===== src/rtl/conv33_pkg.sv =====
// Shared types and constants for the conv33 sequencer.
package conv33_pkg;

  typedef enum logic [1:0] {
    ST_IDLE  = 2'd0,
    ST_RUN   = 2'd1,
    ST_DRAIN = 2'd2,
    ST_DONE  = 2'd3
  } conv33_state_t;

  localparam logic [3:0] CFG_W0    = 4'd0;
  localparam logic [3:0] CFG_W8    = 4'd8;
  localparam logic [3:0] CFG_BIAS  = 4'd9;
  localparam logic [3:0] CFG_SCALE = 4'd10;

  // Number of valid 3x3 windows in an h x w map (stride 1, no padding).
  function automatic int unsigned result_total(input int unsigned h, input int unsigned w);
    return (h - 2) * (w - 2);
  endfunction

endpackage


===== src/rtl/conv33_line_buf.sv =====
// Two column-indexed line buffers; taps are read before the shift writes.
module conv33_line_buf #(
  parameter int DATA_WIDTH = 8,
  parameter int IMG_W      = 28,
  parameter int COL_W      = $clog2(IMG_W)
) (
  input  logic                  clk,
  input  logic                  shift_en,
  input  logic [COL_W-1:0]      col,
  input  logic [DATA_WIDTH-1:0] din,
  output logic [DATA_WIDTH-1:0] tap0,
  output logic [DATA_WIDTH-1:0] tap1
);

  logic [DATA_WIDTH-1:0] lb0 [IMG_W];
  logic [DATA_WIDTH-1:0] lb1 [IMG_W];

  assign tap0 = lb0[col];
  assign tap1 = lb1[col];

  always_ff @(posedge clk) begin
    if (shift_en) begin
      lb1[col] <= lb0[col];
      lb0[col] <= din;
    end
  end

endmodule


===== src/rtl/conv33_ctrl.sv =====
// Sequencer for one 3x3 conv pass: config regs, window build, result counting.
//   state | meaning
//   IDLE  | config writes accepted, waiting for start
//   RUN   | accepting pixels, building windows
//   DRAIN | input closed, waiting for the last calc results
//   DONE  | one-cycle done pulse
module conv33_ctrl
  import conv33_pkg::*;
#(
  parameter int DATA_WIDTH = 8,
  parameter int BIAS_WIDTH = 32,
  parameter int IMG_W      = 28,
  parameter int IMG_H      = 28,
  parameter int CNT_W      = 20
) (
  input  logic                    clk,
  input  logic                    rst,
  input  logic                    start,
  input  logic                    cfg_we,
  input  logic [3:0]              cfg_addr,
  input  logic [BIAS_WIDTH-1:0]   cfg_data,
  input  logic                    pix_valid,
  output logic                    pix_ready,
  input  logic [DATA_WIDTH-1:0]   pix_data,
  output logic [9*DATA_WIDTH-1:0] win_data,
  output logic [9*DATA_WIDTH-1:0] weight_data,
  output logic [BIAS_WIDTH-1:0]   bias,
  output logic [BIAS_WIDTH-1:0]   scale,
  output logic                    conv33_en,
  input  logic                    calc_valid,
  output logic [CNT_W-1:0]        res_count,
  output logic                    busy,
  output logic                    done
);

  localparam int COL_W = $clog2(IMG_W);
  localparam int ROW_W = $clog2(IMG_H);
  localparam logic [CNT_W-1:0] RES_TOTAL = CNT_W'(result_total(IMG_H, IMG_W));

  conv33_state_t         state;
  logic [COL_W-1:0]      col;
  logic [ROW_W-1:0]      row;
  logic                  accept;
  logic [DATA_WIDTH-1:0] tap0;
  logic [DATA_WIDTH-1:0] tap1;

  assign accept = pix_valid && pix_ready;

  conv33_line_buf #(
    .DATA_WIDTH (DATA_WIDTH),
    .IMG_W      (IMG_W),
    .COL_W      (COL_W)
  ) u_line_buf (
    .clk      (clk),
    .shift_en (accept),
    .col      (col),
    .din      (pix_data),
    .tap0     (tap0),
    .tap1     (tap1)
  );

  always_ff @(posedge clk or posedge rst) begin
    if (rst) begin
      state     <= ST_IDLE;
      pix_ready <= 1'b0;
      busy      <= 1'b0;
      done      <= 1'b0;
      conv33_en <= 1'b0;
      col       <= '0;
      row       <= '0;
      res_count <= '0;
    end else begin
      conv33_en <= 1'b0;
      done      <= 1'b0;
      case (state)
        ST_IDLE: begin
          if (start) begin
            state     <= ST_RUN;
            pix_ready <= 1'b1;
            busy      <= 1'b1;
            col       <= '0;
            row       <= '0;
            res_count <= '0;
          end
        end
        ST_RUN: begin
          if (accept) begin
            conv33_en <= (row >= ROW_W'(2)) && (col >= COL_W'(2));
            if (col == COL_W'(IMG_W - 1)) begin
              col <= '0;
              row <= row + 1'b1;
              if (row == ROW_W'(IMG_H - 1)) begin
                state     <= ST_DRAIN;
                pix_ready <= 1'b0;
              end
            end else begin
              col <= col + 1'b1;
            end
          end
        end
        ST_DRAIN: begin
          if (res_count == RES_TOTAL) begin
            state <= ST_DONE;
            busy  <= 1'b0;
            done  <= 1'b1;
          end
        end
        default: begin
          state <= ST_IDLE;
        end
      endcase
      // Results only count while a pass is open; the counter sticks at max.
      if ((state == ST_RUN || state == ST_DRAIN) && calc_valid && (res_count != '1))
        res_count <= res_count + 1'b1;
    end
  end

  always_ff @(posedge clk or posedge rst) begin
    if (rst) begin
      weight_data <= '0;
      bias        <= '0;
      scale       <= '0;
    end else if (state == ST_IDLE && cfg_we) begin
      for (int k = 0; k < 9; k++) begin
        if (cfg_addr == CFG_W0 + 4'(k))
          weight_data[k*DATA_WIDTH +: DATA_WIDTH] <= cfg_data[DATA_WIDTH-1:0];
      end
      if (cfg_addr == CFG_BIAS)
        bias <= cfg_data;
      if (cfg_addr == CFG_SCALE)
        scale <= cfg_data;
    end
  end

  // Window rows: 0 = two lines back (lb1), 1 = previous line (lb0), 2 = current pixel.
  always_ff @(posedge clk or posedge rst) begin
    if (rst) begin
      win_data <= '0;
    end else if (accept) begin
      for (int i = 0; i < 3; i++) begin
        win_data[(3*i)*DATA_WIDTH   +: DATA_WIDTH] <= win_data[(3*i+1)*DATA_WIDTH +: DATA_WIDTH];
        win_data[(3*i+1)*DATA_WIDTH +: DATA_WIDTH] <= win_data[(3*i+2)*DATA_WIDTH +: DATA_WIDTH];
      end
      win_data[2*DATA_WIDTH +: DATA_WIDTH] <= tap1;
      win_data[5*DATA_WIDTH +: DATA_WIDTH] <= tap0;
      win_data[8*DATA_WIDTH +: DATA_WIDTH] <= pix_data;
    end
  end

endmodule


===== config.mk =====
export PLATFORM = sky130hd
export DESIGN_NAME = conv33_ctrl
export DESIGN_NICKNAME = d
export VERILOG_FILES = /design/src/rtl/conv33_pkg.sv /design/src/rtl/conv33_line_buf.sv /design/src/rtl/conv33_ctrl.sv
export SDC_FILE = /design/constraint.sdc
export NUM_CORES = 1
export LEC_CHECK = 0
export CAP_MARGIN = 40
export CORE_ASPECT_RATIO = 1.4
export CORE_MARGIN = 3
export CORE_UTILIZATION = 40
export DETAILED_ROUTE_END_ITERATION = 10
export PLACE_DENSITY_LB_ADDON = 0.25
export SYNTH_ARGS = -nofsm -noshare
export SYNTH_HDL_FRONTEND = slang
export SYNTH_HIERARCHICAL = 1
export SYNTH_SLANG_ARGS = --single-unit

===== constraint.sdc =====
create_clock -name clk -period 10.1 [get_ports clk]
set_clock_uncertainty 0.2 [all_clocks]
set_input_delay 2.02 -clock clk [delete_from_list [all_inputs] [get_ports clk]]
set_output_delay 2.02 -clock clk [all_outputs]
set_load 0.01 [all_outputs]

## Word level (Yosys, flattened, before mapping)

Memory sizes are Yosys's and may differ from the RTL's. A register that Yosys moved wholly into a read port is not among the register bits.
Cells that the tools add are included.

- Add/subtract/negate cells: 3
- Magnitude comparators: 2
- Eq/ne operators: 21
- Multiplexer cells: 29
- Reductions and logical operators: 29

Operators by type and width:

| operator | count |
|---|---|
| $mux 20 | 3 |
| $mux 5 | 5 |
| $reduce_and 2->1 | 12 |
| $add 20x1->20 const B | 1 |
| $eq 20x10->1 const B | 1 |
| $ne 20x20->1 const B | 1 |
| $pmux 5 s2 | 2 |
| $eq 4x3->1 const B | 4 |
| $eq 4x4->1 const B | 3 |
| $mux 1 | 11 |
| $add 5x1->5 const B | 2 |
| $eq 5x5->1 const B | 2 |
| $ge 5x2->1 const B | 2 |
| $mux 2 | 5 |
| $ne 2x2->1 const B | 5 |
| $reduce_and 5->1 | 2 |
| $eq 4x2->1 const B | 2 |
| $reduce_bool 2->1 | 4 |
| $pmux 2 s3 | 1 |
| $reduce_and 3->1 | 2 |
| $logic_and 1x1->1 | 5 |
| $eq 4x1->1 const B | 1 |
| $logic_not 4->1 | 1 |
| $pmux 1 s2 | 2 |
| other kinds (5) | 5 |

- Register bits: 244
- Memory bits (writable): 448
- Input bits: 50
- Output and inout port bits: 232
- Logic and storage cells: 106
- Memories: 2

Memories:

| memory | words | width | read ports | clocked after memory_dff | write ports | line | text |
|---|---|---|---|---|---|---|---|
| u_line_buf.lb0 | 28 | 8 | 1 | 0 | 1 | conv33_line_buf.sv:15 | `logic [DATA_WIDTH-1:0] lb0 [IMG_W];` |
| u_line_buf.lb1 | 28 | 8 | 1 | 1 | 1 | conv33_line_buf.sv:16 | `logic [DATA_WIDTH-1:0] lb1 [IMG_W];` |

## Logic depth before layout (Yosys ltp)

Gate-level depths: netlist of run 1.

- Depth after elaboration: 6
- Mapped depth: 9
- Gate-level depth less buffers: 7

## By module

The synthesis of run 1 kept the hierarchy.

Modules (own cells, without submodules):

| module | times used | cells an instance | area each (um2) | sequential area each (um2) |
|---|---|---|---|---|
| conv33_line_buf | 1 | 868 | 17,401.7 | 13,452.9 |
| conv33_ctrl | 1 | 698 | 9,925.8 | 6,105.9 |

## Worst setup path before layout of run 1

OpenSTA, ideal clock, no wires.

- Kind: input port to flip-flop
- From: input pix_valid
- To: memory u_line_buf.lb0[3][0], enable pin
- Library setup time: 0.430 ns
- Arrival time: 4.581 ns
- Data required time: 9.470 ns
- Slack: 4.889 ns
- Stages on the path: 6
- Path buffers: 2
- Cell sequence: nand2_1 inv_1 clkbuf_1 buf_2 nand3_1 nor4_1

- Word-level cells in the longest chain between the ends: 3

RTL lines:

| what | line | text |
|---|---|---|
| from (decl) | conv33_ctrl.sv:22 | `input logic pix_valid,` |
| $logic_and 1x1->1 | conv33_ctrl.sv:47 | `assign accept = pix_valid && pix_ready;` |
| named net accept | conv33_ctrl.sv:43 | `logic accept;` |
| $mux 1 | conv33_line_buf.sv:22 | `if (shift_en) begin` |
| $mux 1 (implied by the code) | conv33_line_buf.sv:24 | `lb0[col] <= din;` |
| to (decl) | conv33_line_buf.sv:15 |  |

The timed path passes the listed nets, and every way through them passes these cells.

## Worst setup path after layout of run 1

- From: register col[0]
- To: memory u_line_buf.lb1[8][3], data pin

- Word-level cells in the longest chain between the ends: 1

RTL lines:

| what | line | text |
|---|---|---|
| from (decl) | conv33_ctrl.sv:41 | `logic [COL_W-1:0] col;` |
| from (signal assigned) | conv33_ctrl.sv:97 | `col <= col + 1'b1;` |
| $mem_v2 28x8 | - |  |
| named net tap0[3] | conv33_ctrl.sv:44 | `logic [DATA_WIDTH-1:0] tap0;` |
| to (decl) | conv33_line_buf.sv:16 |  |

The timed path passes the listed nets, and every way through them passes these cells.

==> run metrics, run 1 <==
Final Worst Setup Slack=between 5000 and 6000 ps; final non-filler cell area=roughly 0.034 mm²; fmax=approximately 220 MHz; Slew @ Worst Pin=952 ps; Reg clk slew, reported paths=60 ps; Yosys top cell by area=edfxtp_1; Cell Rows=roughly 110; pwr/cell area=~170 mW/mm²; vias in the first global route=16,194; critical path required time=10,200 ps; sw frac=19.7%; synth top area cells=edfxtp_1 (49%), dfrtp_1 (22%), mux2_2 (9.2%), mux2i_1 (3.7%), mux4_2 (3.4%); syn avg cell area=17.5 µm²; commonest cells in the netlist=edfxtp_1 (448), dfrtp_1 (244), mux2_2 (223); Final setup viols=0; CTS Buf Count=between 60 and 70; Routed WL=a little under 70 mm; Clock Sink Count=~700; top cell type's share of synthesized area=49.2%; critical path data arrival time=4600 ps; Final GP Congestion=about 0.83; Clock Root Buffer=clkbuf_16; r2r startpoint=col[0]$_DFFE_PP0P_; chip height=~320 µm; Ant. Diodes=0; M1 WL=27.1 mm; I/O pin count=282; CP startpoint=col[0]$_DFFE_PP0P_; number of flops mapped to enable cells by yosys=448; Syn Std Cell Area=0.0273 mm²; Synth Flop Type=edfxtp_1; Critical Path Fanout Max=36; met2 wire length=34.6 mm; cell internal pwr=4520 µW; synth warn=6; pin count of the biggest net entering global routing=between 100 and 150; Reg2Reg Setup Slack=5590 ps; reg2reg end=u_line_buf/lb1[8][3]$_DFFE_PP_; Mapped Cells=1,566; fin util=50.1%; DRC violations left=0; most common cell in the netlist=edfxtp_1; Post-Route Setup TNS=0 ps; mean routed wirelength per cell=between 20 and 25 µm; synthesized net count=1,626; startpoint types=register; Initial Util=40.7%; post-CTS sizing=0; Worst-Skew Late Latency=590 ps; #FFs+latches synth=692; met3 wire len=4.91 mm; Slew headroom=36.3%; Hold Vio Cnt, Final=0; crit path to=u_line_buf/lb1[8][3]$_DFFE_PP_; pre-CTS setup slack=roughly 5200 ps; cell depth of the worst flop-to-flop path=7; CTS Buffer Depth=3; wire length of the first global-routing pass=104 mm; static leakage=0.0125 µW; Initial DRC Count=approximately 920; initial antenna violation count=0; async set-or-reset flop fraction in the synthesized netlist=35.3%; CTS tree=built; grt ovf=0; sequential cell area fraction in the yosys report=between 70 and 80%; via/cell ratio=between 5 and 6; Hold Path Stages=1; peak supply drop=0.182 mV; dpl hpwl=between 40 and 50 mm; # hold bufs at CTS=0; status=finished clean; final cycle utilization of the critical path=44.6%; layout cells sized above 1=a little under a quarter; CP endpoint kind=register; DRT antenna net count=0; hold slack=304 ps; IO buf count=about 280; die area=0.0715 mm²; Clk pwr share=44.3%; CP Class=reg -> reg; Die X=227 µm; area added between synthesis and finish=23.1%; logic gate share of total power=2.0%; Worst Hold Class=reg -> reg; Core ar.=0.0671 mm²; fin. max-slew vios=0; RSZ-0062 raised after global routing=no; top sig layer=met4; Max-Cap Viols=0; DRT Pass-1 Iters=5; Setup Buffers After CTS=0; count of cell types in the netlist=57; GRT Util Overall=19.3%; post-route minimum period=4510 ps; Sequential Power Share=~54%; Via Count=15,280; H-tree levels=3; DP Area=0.0315 mm²; Nets=1,959; Switch Pwr=1110 µW
## kinds of logic after synthesis
kind of cell             share of synthesized area [%]
flip-flops                                        71.6
buffers and inverters                             1.79
AND/OR/NAND/NOR                                   5.01
multiplexers                                      18.4
adder cells (fa/ha/maj)                          0.458
AO/OA/AOI/OAI                                     2.57
XOR/XNOR                                         0.160
## power by group through the flow
stage / Sequential, µW / Combinational (µW) / Clock [µW]
floorplan: 3090 / 37.0 / 0
global placement: 3080 / 110 / 0
detailed placement: 3080 / 116 / 0
CTS: 3030 / 117 / 2560
global route: 3030 / 126 / 2670
finish: 3030 / 114 / 2500
## placed cells by master, fill, tap and decap left out, types with 5 or more instances in the layout
cell type,instances
clkdlybuf4s50_1,281
a21oi_1,29
clkinv_2,8
or3_1,6
inv_1,10
mux2_2,223
mux4_1,23
clkbuf_8,5
clkbuf_1,16
buf_4,57
nand2b_1,8
dfrtp_1,242
nor2_1,39
clkinv_1,8
a31oi_1,11
xor2_1,5
edfxtp_1,448
buf_16,6
o21ai_0,21
mux4_2,41
o22ai_1,16
nand2_1,80
nand4_1,42
nor3_1,6
a22oi_1,16
mux2i_1,100
nand3_1,34
nor2b_1,10
bufinv_16,7
clkbuf_16,69
ha_1,10
## metal layers
layer / vias to the layer above / track usage, %
met1: 7988 / 24.3
li1: 6719 / -
met3: 83 / 5.07
met2: 490 / 32.6
met4: 0 / 6.07
met5: - / 0
## sequential cells by signal, summed over array words and instances (netlist names), 5 cells and up
register / cells
u_line_buf/lb0: 224
win_data: 72
scale: 32
res_count: 20
weight_data: 72
bias: 32
col: 5
row: 5
u_line_buf/lb1: 224
## worst min path at each step
stage | startpoint | to | slack (ps)
detailed placement | scale[14]$_DFFE_PP0P_ | scale[14]$_DFFE_PP0P_ | 290
floorplan | row[0]$_DFFE_PP0P_ | row[0]$_DFFE_PP0P_ | 300
CTS | weight_data[10]$_DFFE_PP0P_ | weight_data[10]$_DFFE_PP0P_ | 310
global route | weight_data[10]$_DFFE_PP0P_ | weight_data[10]$_DFFE_PP0P_ | 320
global placement | weight_data[64]$_DFFE_PP0P_ | weight_data[64]$_DFFE_PP0P_ | 290
finish | win_data[51]$_DFFE_PP0P_ | win_data[51]$_DFFE_PP0P_ | 300
## area by class of cell
type / count / area [µm²]
Inverter: 12 / 53.8
Clock buffer: 90 / 1860
Multi-Input combinational cell: 777 / 7320
Clock inverter: 26 / 308
Timing Repair Buffer: 349 / 3470
Sequential cell: 692 / 19600
Fill cell: 5500 / 33500
Tap cell: 855 / 1070
## stage by stage
| stage | cells | power (µW) |
|---|---|---|
| after floorplan | 1566 | 3120 |
| after global placement | 2674 | 3190 |
| after detailed placement | 2685 | 3200 |
| after CTS | 2801 | 5700 |
| after global routing | 2801 | 5830 |
| final | 2801 | 5640 |
## critical path: stages, from the launching register on
cell and delay [ps]:
dfrtp_4 730, buf_4 600, buf_4 450, mux4_1 590, mux2_2 310, nand2_1 90
nand4_1 690, buf_4 500
Power figures use the tool's default switching activity.
==> inputs of run 2 (changes only) <==
==> constraint.sdc (replaced) <==
create_clock -name clk -period 4.5 [get_ports clk]
set_clock_uncertainty 0.2 [all_clocks]
set_input_delay 0.9 -clock clk [delete_from_list [all_inputs] [get_ports clk]]
set_output_delay 0.9 -clock clk [all_outputs]
set_load 0.01 [all_outputs]
==> run metrics, run 2 (synthesized netlist as in run 1, its figures left out) <==
status=finished clean; Reg clk slew, reported paths=70 ps (about the same); critical path required time=4610 ps (-5590 ps); Clock Sink Count=692 (unchanged); Sequential Power Share=55.5% (+1.8 points); I/O pin count=282 (unchanged); static leakage=0.0125 µW (-0.14%); final non-filler cell area=0.0336 mm² (-0.24%); # hold bufs at CTS=0 (unchanged); Routed WL=70.0 mm (+2.2%); CTS tree=built; chip height=315 µm (unchanged); post-route minimum period=3410 ps (-1100 ps); CTS Buffer Depth=3 (unchanged); dpl hpwl=47.7 mm (+6.3%); Slew @ Worst Pin=875 ps (-76.6 ps); Reg2Reg Setup Slack=1090 ps (-4500 ps); vias in the first global route=16,298 (+0.64%); Cell Rows=112 (unchanged); Setup Buffers After CTS=0 (unchanged); sw frac=19.8% (+0.077 points); wire length of the first global-routing pass=106 mm (+1.8%); DRT Pass-1 Iters=6 (+1); peak supply drop=0.280 mV (+54%); pwr/cell area=365 mW/mm² (+120%); die area=0.0715 mm² (unchanged); Initial Util=40.7% (unchanged); Post-Route Setup TNS=0 ps (unchanged); DRC violations left=0 (unchanged); grt ovf=0 (unchanged); Core ar.=0.0671 mm² (unchanged); logic gate share of total power=2.2% (+0.2 points); fin. max-slew vios=0 (unchanged); Slew headroom=41.7% (+5.4 points); Worst Hold Class=reg -> reg; Via Count=15,347 (+0.44%); DRT antenna net count=0 (unchanged); Clock Root Buffer=clkbuf_16; CP Class=reg -> reg; Reg area=0.0196 mm² (unchanged); via/cell ratio=5.46 (+0.15%); fmax=294 MHz (+32%); Ant. Diodes=0 (unchanged); Switch Pwr=2430 µW (+120%); H-tree levels=2 (-1); startpoint types=register; DP Area=0.0316 mm² (+0.36%); post-CTS sizing=0 (unchanged); CTS Buf Count=60 (-10%); Initial DRC Count=980 (+6.3%); initial antenna violation count=1 (+1); Max-Cap Viols=0 (unchanged); Final GP Congestion=0.835 (about the same); Clk pwr share=42.3% (-2.0 points); GRT Util Overall=19.6% (+0.33 points); Largest regs=u_line_buf/lb0 (224), u_line_buf/lb1 (224); Final setup viols=0 (unchanged); mean routed wirelength per cell=24.9 µm (+1.9%); Hold Vio Cnt, Final=0 (unchanged); CP cell instances=mux4_1, mux2_2, nand2_1, nand4_1, buf_4; cell internal pwr=9810 µW (+120%); Fillers=5,447 (-0.96%); Nets=1,967 (+0.41%); pin count of the biggest net entering global routing=95 (-21%); multi-input logic area=0.00732 mm² (about the same); Critical Path Fanout Max=49 (+36%); RSZ-0062 raised after global routing=no; cell at the slowest stage of the critical path=dfrtp_4; area added between synthesis and finish=22.8%; final cycle utilization of the critical path=75.7% (+31 points); CP endpoint kind=register; Worst-Skew Late Latency=600 ps (about the same); most frequent cells in the layout=edfxtp_1 (448), clkdlybuf4s50_1 (281), dfrtp_1 (242); layout cells sized above 1=23.3% (+0.21 points); commonest non-fill, non-tap cell in the layout=edfxtp_1; IO buf count=281 (unchanged); max incr delay on CP=950 ps (+220 ps); Die X=227 µm (unchanged); critical path data arrival time=3520 ps (-1080 ps)
==> run 2: final timing paths <==
check | start | end | cells past startpoint
setup reg to reg | col[0]$_DFFE_PP0P_ | u_line_buf/lb1[12][3]$_DFFE_PP_ | 5
max in group asynchronous | rst | weight_data[41]$_DFFE_PP0P_ | 4
hold reg to reg | weight_data[54]$_DFFE_PP0P_ | weight_data[54]$_DFFE_PP0P_ | 1
hold / removal | weight_data[54]$_DFFE_PP0P_ | weight_data[54]$_DFFE_PP0P_ | 1
setup / recovery | col[0]$_DFFE_PP0P_ | u_line_buf/lb1[12][3]$_DFFE_PP_ | 5
min in group asynchronous | rst | bias[12]$_DFFE_PP0P_ | 2
==> run 2: power by group through the flow <==
stage	Clock (µW)	Combinational (µW)	Sequential, µW
5_1_grt	5560	292	6790
4_1_cts	5300	272	6790
2_1_floorplan	0	83.4	6920
6_report	5180	265	6790
3_5_place_dp	0	271	6920
3_3_place_gp	0	253	6920
==> run 2: per-stage QoR <==
stage	worst slack, ps	util, %	instances	hold slack [ps]	total power, µW
6_report	1090	50.0	2809	305	12200
5_1_grt	805	50.0	2809	318	12600
4_1_cts	1040	50.0	2809	307	12400
3_5_place_dp	1070	47.1	2700	293	7190
3_3_place_gp	1160	46.8	2690	288	7180
2_1_floorplan	196	-	1566	298	7010
==> run 2: routing by layer <==
metal  part of all wire, %  global-route usage, %  vias up
met3                   7.2                   4.54       99
met2                    51                   33.9      500
met4                   2.9                   5.95        0
met5                     0                      0        -
li1                      -                      -     6737
met1                    39                   24.5     8011
==> run 2: critical path: cells and delay by family (launching register included) <==
family / cells / cell delay [ps]
multiplexers: 2 / 970
AND/OR/NAND/NOR: 2 / 490
flip-flops: 1 / 950
buffers and inverters: 1 / 400
==> run 2: area by class of cell <==
class	instances	share of cell area, %
sequential	692	58.3
tap	855	3.19
clock inverter	31	0.880
inverter	12	0.149
clock buffer	78	4.99
multi-input combinational	777	21.8
timing repair buffer	364	10.7
